## config.mk

```make
export PLATFORM = sky130hd
export DESIGN_NAME = score_pack_loader
export DESIGN_NICKNAME = d
export VERILOG_FILES = /design/src/rtl/num_sort_pkg.sv /design/src/rtl/rise_detect.sv /design/src/rtl/score_pack_loader.sv
export SDC_FILE = /design/constraint.sdc
export NUM_CORES = 1
export LEC_CHECK = 0
export ABC_AREA = 1
export BUFFER_PORTS_ARGS = -buffer_cell sky130_fd_sc_hd__buf_2
export CORE_MARGIN = 2
export CORE_UTILIZATION = 40
export DETAILED_ROUTE_END_ITERATION = 10
export MAX_ROUTING_LAYER = met4
export PLACE_DENSITY = 0.69
export SYNTH_ARGS = -nofsm -noshare
export SYNTH_HDL_FRONTEND = slang
export SYNTH_SLANG_ARGS = --single-unit
```

## constraint.sdc

```tcl
create_clock -name clk -period 4.3 [get_ports clk]
set_clock_uncertainty 0.1 [all_clocks]
set_input_delay 0.86 -clock clk [delete_from_list [all_inputs] [get_ports clk]]
set_output_delay 0.86 -clock clk [all_outputs]
set_load 0.02 [all_outputs]
```

## src/rtl/num_sort_pkg.sv

```systemverilog
// Shared definitions for the score sorter and its upstream loader.
// Holds frame geometry, the loader state set and slot offset math.
package num_sort_pkg;

  localparam int NUM_CLASS = 10;
  localparam int DATA_W    = 16;
  localparam int IDX_W     = 4;
  localparam int BUS_W     = NUM_CLASS * DATA_W;

  typedef enum logic [1:0] {
    IDLE,
    COLLECT,
    LOAD,
    WAIT
  } state_e;

  function automatic int unsigned slot_off(
    input int unsigned k
  );
    return k * DATA_W;
  endfunction

endpackage

```

## src/rtl/rise_detect.sv

```systemverilog
// Registered rising-edge detector for a level input.
// rise_o is combinational from d_i and the registered copy.
module rise_detect (
  input  logic clk,
  input  logic rst_n,
  input  logic d_i,
  output logic rise_o
);

  logic d_q;

  always_ff @(posedge clk or negedge rst_n) begin
    if (!rst_n) d_q <= 1'b0;
    else        d_q <= d_i;
  end

  assign rise_o = d_i & ~d_q;

endmodule

```

## src/rtl/score_pack_loader.sv

```systemverilog
// Serial score collector feeding the 10-way sorter's packed bus.
// Holds load for a fixed count, then waits on complete or timeout.
module score_pack_loader
  import num_sort_pkg::*;
#(
  parameter int LOAD_CYCLES = 2,
  parameter int TIMEOUT     = 1023
) (
  input  logic              clk,
  input  logic              rst_n,
  input  logic              in_valid,
  input  logic [DATA_W-1:0] in_data,
  input  logic              in_last,
  output logic              in_ready,
  output logic [BUS_W-1:0]  data,
  output logic              load,
  input  logic              complete,
  output logic              busy,
  output logic              frame_err
);

  localparam int LC_W = $clog2(LOAD_CYCLES + 1);
  localparam int TM_W = $clog2(TIMEOUT + 1);

  state_e            state_q, state_d;
  logic [IDX_W-1:0]  cnt_q, cnt_d;
  logic [BUS_W-1:0]  shadow_q, shadow_d;
  logic [BUS_W-1:0]  data_q, data_d;
  logic [LC_W-1:0]   lcnt_q, lcnt_d;
  logic [TM_W-1:0]   tcnt_q, tcnt_d;
  logic              err_q, err_d;
  logic              done;
  logic              accept;

  rise_detect u_rise (
    .clk    (clk),
    .rst_n  (rst_n),
    .d_i    (complete),
    .rise_o (done)
  );

  assign accept = in_valid & in_ready;

  always_comb begin
    state_d  = state_q;
    cnt_d    = cnt_q;
    shadow_d = shadow_q;
    data_d   = data_q;
    lcnt_d   = lcnt_q;
    tcnt_d   = tcnt_q;
    err_d    = 1'b0;
    unique case (state_q)
      IDLE: state_d = COLLECT;
      COLLECT: begin
        if (accept) begin
          shadow_d[slot_off(int'(cnt_q)) +: DATA_W] = in_data;
          if (cnt_q == IDX_W'(NUM_CLASS - 1)) begin
            // slot count decides the frame; a missing last only flags it
            data_d  = shadow_d;
            cnt_d   = '0;
            lcnt_d  = '0;
            err_d   = ~in_last;
            state_d = LOAD;
          end else if (in_last) begin
            err_d    = 1'b1;
            cnt_d    = '0;
            shadow_d = '0;
          end else begin
            cnt_d = cnt_q + 1'b1;
          end
        end
      end
      LOAD: begin
        if (lcnt_q == LC_W'(LOAD_CYCLES - 1)) begin
          lcnt_d  = '0;
          tcnt_d  = '0;
          state_d = WAIT;
        end else begin
          lcnt_d = lcnt_q + 1'b1;
        end
      end
      WAIT: begin
        if (done) begin
          state_d = COLLECT;
        end else if (tcnt_q == TM_W'(TIMEOUT - 1)) begin
          err_d   = 1'b1;
          state_d = COLLECT;
        end else begin
          tcnt_d = tcnt_q + 1'b1;
        end
      end
      default: state_d = IDLE;
    endcase
  end

  always_ff @(posedge clk or negedge rst_n) begin
    if (!rst_n) begin
      state_q  <= IDLE;
      cnt_q    <= '0;
      shadow_q <= '0;
      data_q   <= '0;
      lcnt_q   <= '0;
      tcnt_q   <= '0;
      err_q    <= 1'b0;
    end else begin
      state_q  <= state_d;
      cnt_q    <= cnt_d;
      shadow_q <= shadow_d;
      data_q   <= data_d;
      lcnt_q   <= lcnt_d;
      tcnt_q   <= tcnt_d;
      err_q    <= err_d;
    end
  end

  assign in_ready  = (state_q == COLLECT);
  assign busy      = (state_q != COLLECT);
  assign load      = (state_q == LOAD);
  assign data      = data_q;
  assign frame_err = err_q;

endmodule

```

==> impl_metrics.yaml <==
outcome:
  run_status: "finished, final reports clean"
route:
  vias_per_cell: 5.17
  wl_per_cell_um: 16.8
  first_iter_violations: 1392
  postRouteAntennaNets: 0
  vias: 13988
  routed_wirelength_mm: 45.6
  firstDrtPassIters: 5
  drc_errors: 0
hold_path:
  min-delay-start: "complete"
  hold_path_class: "input pin to flop"
  whs_endpoint: "u_rise.d_q"
  min_path_cells: 1
place:
  dpl-instance-area_um2: 17400
  place.port_buffers: 184
  gp_congestion: 0.964
  hpwlAfterDp_mm: 30.9
  place_ws_ps: 855
  place_inst: 2636
synth:
  synth_fa_ha_area_frac: 0.00856
  synth.distinct_cells: 37
  synth-xor-area-share: 0.00272
  synth_mux_area_frac: 0
  synth_top_family_by_area: "simple AND/OR/NAND/NOR gates"
  avgSynthCellArea_um2: 7.93
  syn_area_um2: 16100
  synth-seq-cells: 340
  ys_warn_count: 0
  synth-compound-area-share: 0.0882
  yosys.area_share.simple: 0.300
  synth_cells: 2028
  ys_seq_area_frac: 0.529
  syn_nets: 2060
cells_and_area:
  finalNonFillerCells: 2706
  syn2layout_area_growth_pct: 16.5
  layout_common_cells: "722 x nand2_1, 340 x dfrtp_1, 236 x nand3_1"
  layout_commonest_cell: "nand2_1"
  final_area_um2: 18700
  antennaDiodeCount: 0
  drive_gt1_frac: 0.151
  fin_nets: 2184
  final_core_util: 0.472
sta:
  finalHoldViolCount: 0
  tightest_slew_ps: 994
  rsz0062_at_grt: "no"
  setup_viol: 0
  setup_slack_ps: 821
  timing.fmax_mhz: 287
  fin_setup_tns_ps: 0
  slew_viol_final: 0
  layout_min_cycle_time_ps: 3480
  whs_ps: 348
  finalCritPeriodShare: 0.809
  slew_headroom: 0.337
power_and_ir_drop:
  total_power_mw: 11.3
  vdd_drop_max_v: 0.000384
  cellLeakagePower_nw: 9.72
  power_density_nw_per_um2: 602
clock_network:
  cts_sinks: 340
  cts_root_buffer: "clkbuf_16"
  worstSkewPairLatency_ps: 540
  clockBufferDepth: 3
  numCtsBuffers: 39
  cts_hold_buf: 0
  htree_levels: 2
  postCtsSetupRepairBufs: 0
  cts.clk_slew.worst_paths_ps: 60
  cts_tree: "built"
  cts.repair.resized: 0
critical_path:
  crit_fanout: 45
  required_ps: 4670
  cp-start-kind: "flop"
  regToRegEndpoint: "data[42]"
  endpoint_kind: "flop"
  crit-reg2reg-launch: "cnt_q[0]"
  arrival_ps: 3850
  path_class: "flop to flop"
  r2r_cells: 10
  r2r_slack_ps: 820
grt:
  antenna_found_initial: 1
  grt-ovfl-total: 0
  grt_pass1_wl_mm: 72.7
  grt_use_total: 0.226
  grt_pass1_vias: 13397
  grt_max_degree: 123
die:
  die-area_um2: 41800
  coreArea_um2: 39700
  num_rows: 73
  start_util: 0.405
  ioPinCount: 185
  die_w_um: 205
  fp.dieH_um: 205
flow_run:
  cap_violations: 0
[worst max-delay path by stage]
stage,from,end,slack [ps]
global route,cnt_q[0],shadow_q[131],490
global placement,cnt_q[0],data[128],980
CTS,cnt_q[0],shadow_q[131],820
finish,cnt_q[0],data[42],820
detailed placement,cnt_q[0],shadow_q[131],860
floorplan,cnt_q[0],shadow_q[76],2010
[report_power, final]
group	switching, mW	internal [mW]	total, mW
Combinational	2.84	0.945	3.78
Clock	1.35	2.12	3.46
Sequential	0.323	3.71	4.03
Total	4.51	6.77	11.3
[critical path, cell delays in order, from the launching register on]
cell	delay [ps]
dfrtp_1	790
inv_1	300
ha_1	340
nand2_2	140
nand2_4	280
nor2_4	460
buf_4	320
nand3_4	220
nand2_1	150
nand3_1	150
nand2_1	140
[area by class of cell]
class / instances / area, um^2
tap: 525 / 657
timing repair buffer: 206 / 1170
sequential: 340 / 8510
multi-input combinational: 1406 / 6450
clock inverter: 14 / 193
inverter: 159 / 603
fill: 3835 / 21000
clock buffer: 56 / 1150
[sequential cells by signal, summed over array words and instances (netlist names)]
name	cells
lcnt_q	2
frame_err	1
u_rise.d_q	1
cnt_q	4
shadow_q	160
tcnt_q	10
state_q	2
data	160
[logic make-up (layout without fill, tap and decap cells)]
family,after synthesis,count (layout)
AOI/OAI and AO/OA,282,282
xor gates and xnor gates,5,5
adders and majority gates,11,11
buffers and inverters,282,435
DFF,340,340
and+or+nand+nor,1108,1108
[synth_stat cells]
cell type | instances | area [um^2]
a21oi_1 | 6 | 30.0
a21oi_2 | 1 | 8.76
buf_1 | 4 | 15.0
buf_2 | 50 | 250
buf_4 | 1 | 7.51
buf_6 | 3 | 33.8
clkbuf_1 | 64 | 240
clkbuf_2 | 1 | 5.00
clkinv_1 | 1 | 3.75
clkinv_2 | 1 | 5.00
dfrtp_1 | 340 | 8510
ha_1 | 11 | 138
inv_1 | 151 | 567
inv_2 | 6 | 22.5
nand2_1 | 723 | 2710
nand2_2 | 25 | 156
nand2_4 | 3 | 33.8
nand3_1 | 236 | 1180
nand3_2 | 4 | 40.0
nand3_4 | 4 | 70.1
nand3b_1 | 1 | 7.51
nand4_1 | 34 | 213
nand4_2 | 1 | 12.5
nor2_1 | 60 | 225
nor2_2 | 3 | 18.8
nor2_4 | 3 | 33.8
nor2_8 | 2 | 40.0
nor3_1 | 1 | 5.00
nor3_2 | 3 | 30.0
nor3_4 | 1 | 16.3
o21ai_0 | 81 | 405
o21ai_1 | 192 | 961
o21bai_1 | 1 | 7.51
o22ai_1 | 1 | 6.26
or2_2 | 4 | 25.0
xnor2_1 | 1 | 8.76
xor2_1 | 4 | 35.0
[per-layer routing]
metal  track usage  wire length, um  up-vias
met5             -                0        -
met4        0.0963             1960        0
met3        0.0372             2790      117
met2         0.332            20300      470
met1         0.310            20500     6633
li1              -                -     6768
Note: power is estimated with default switching activity, not from simulation.
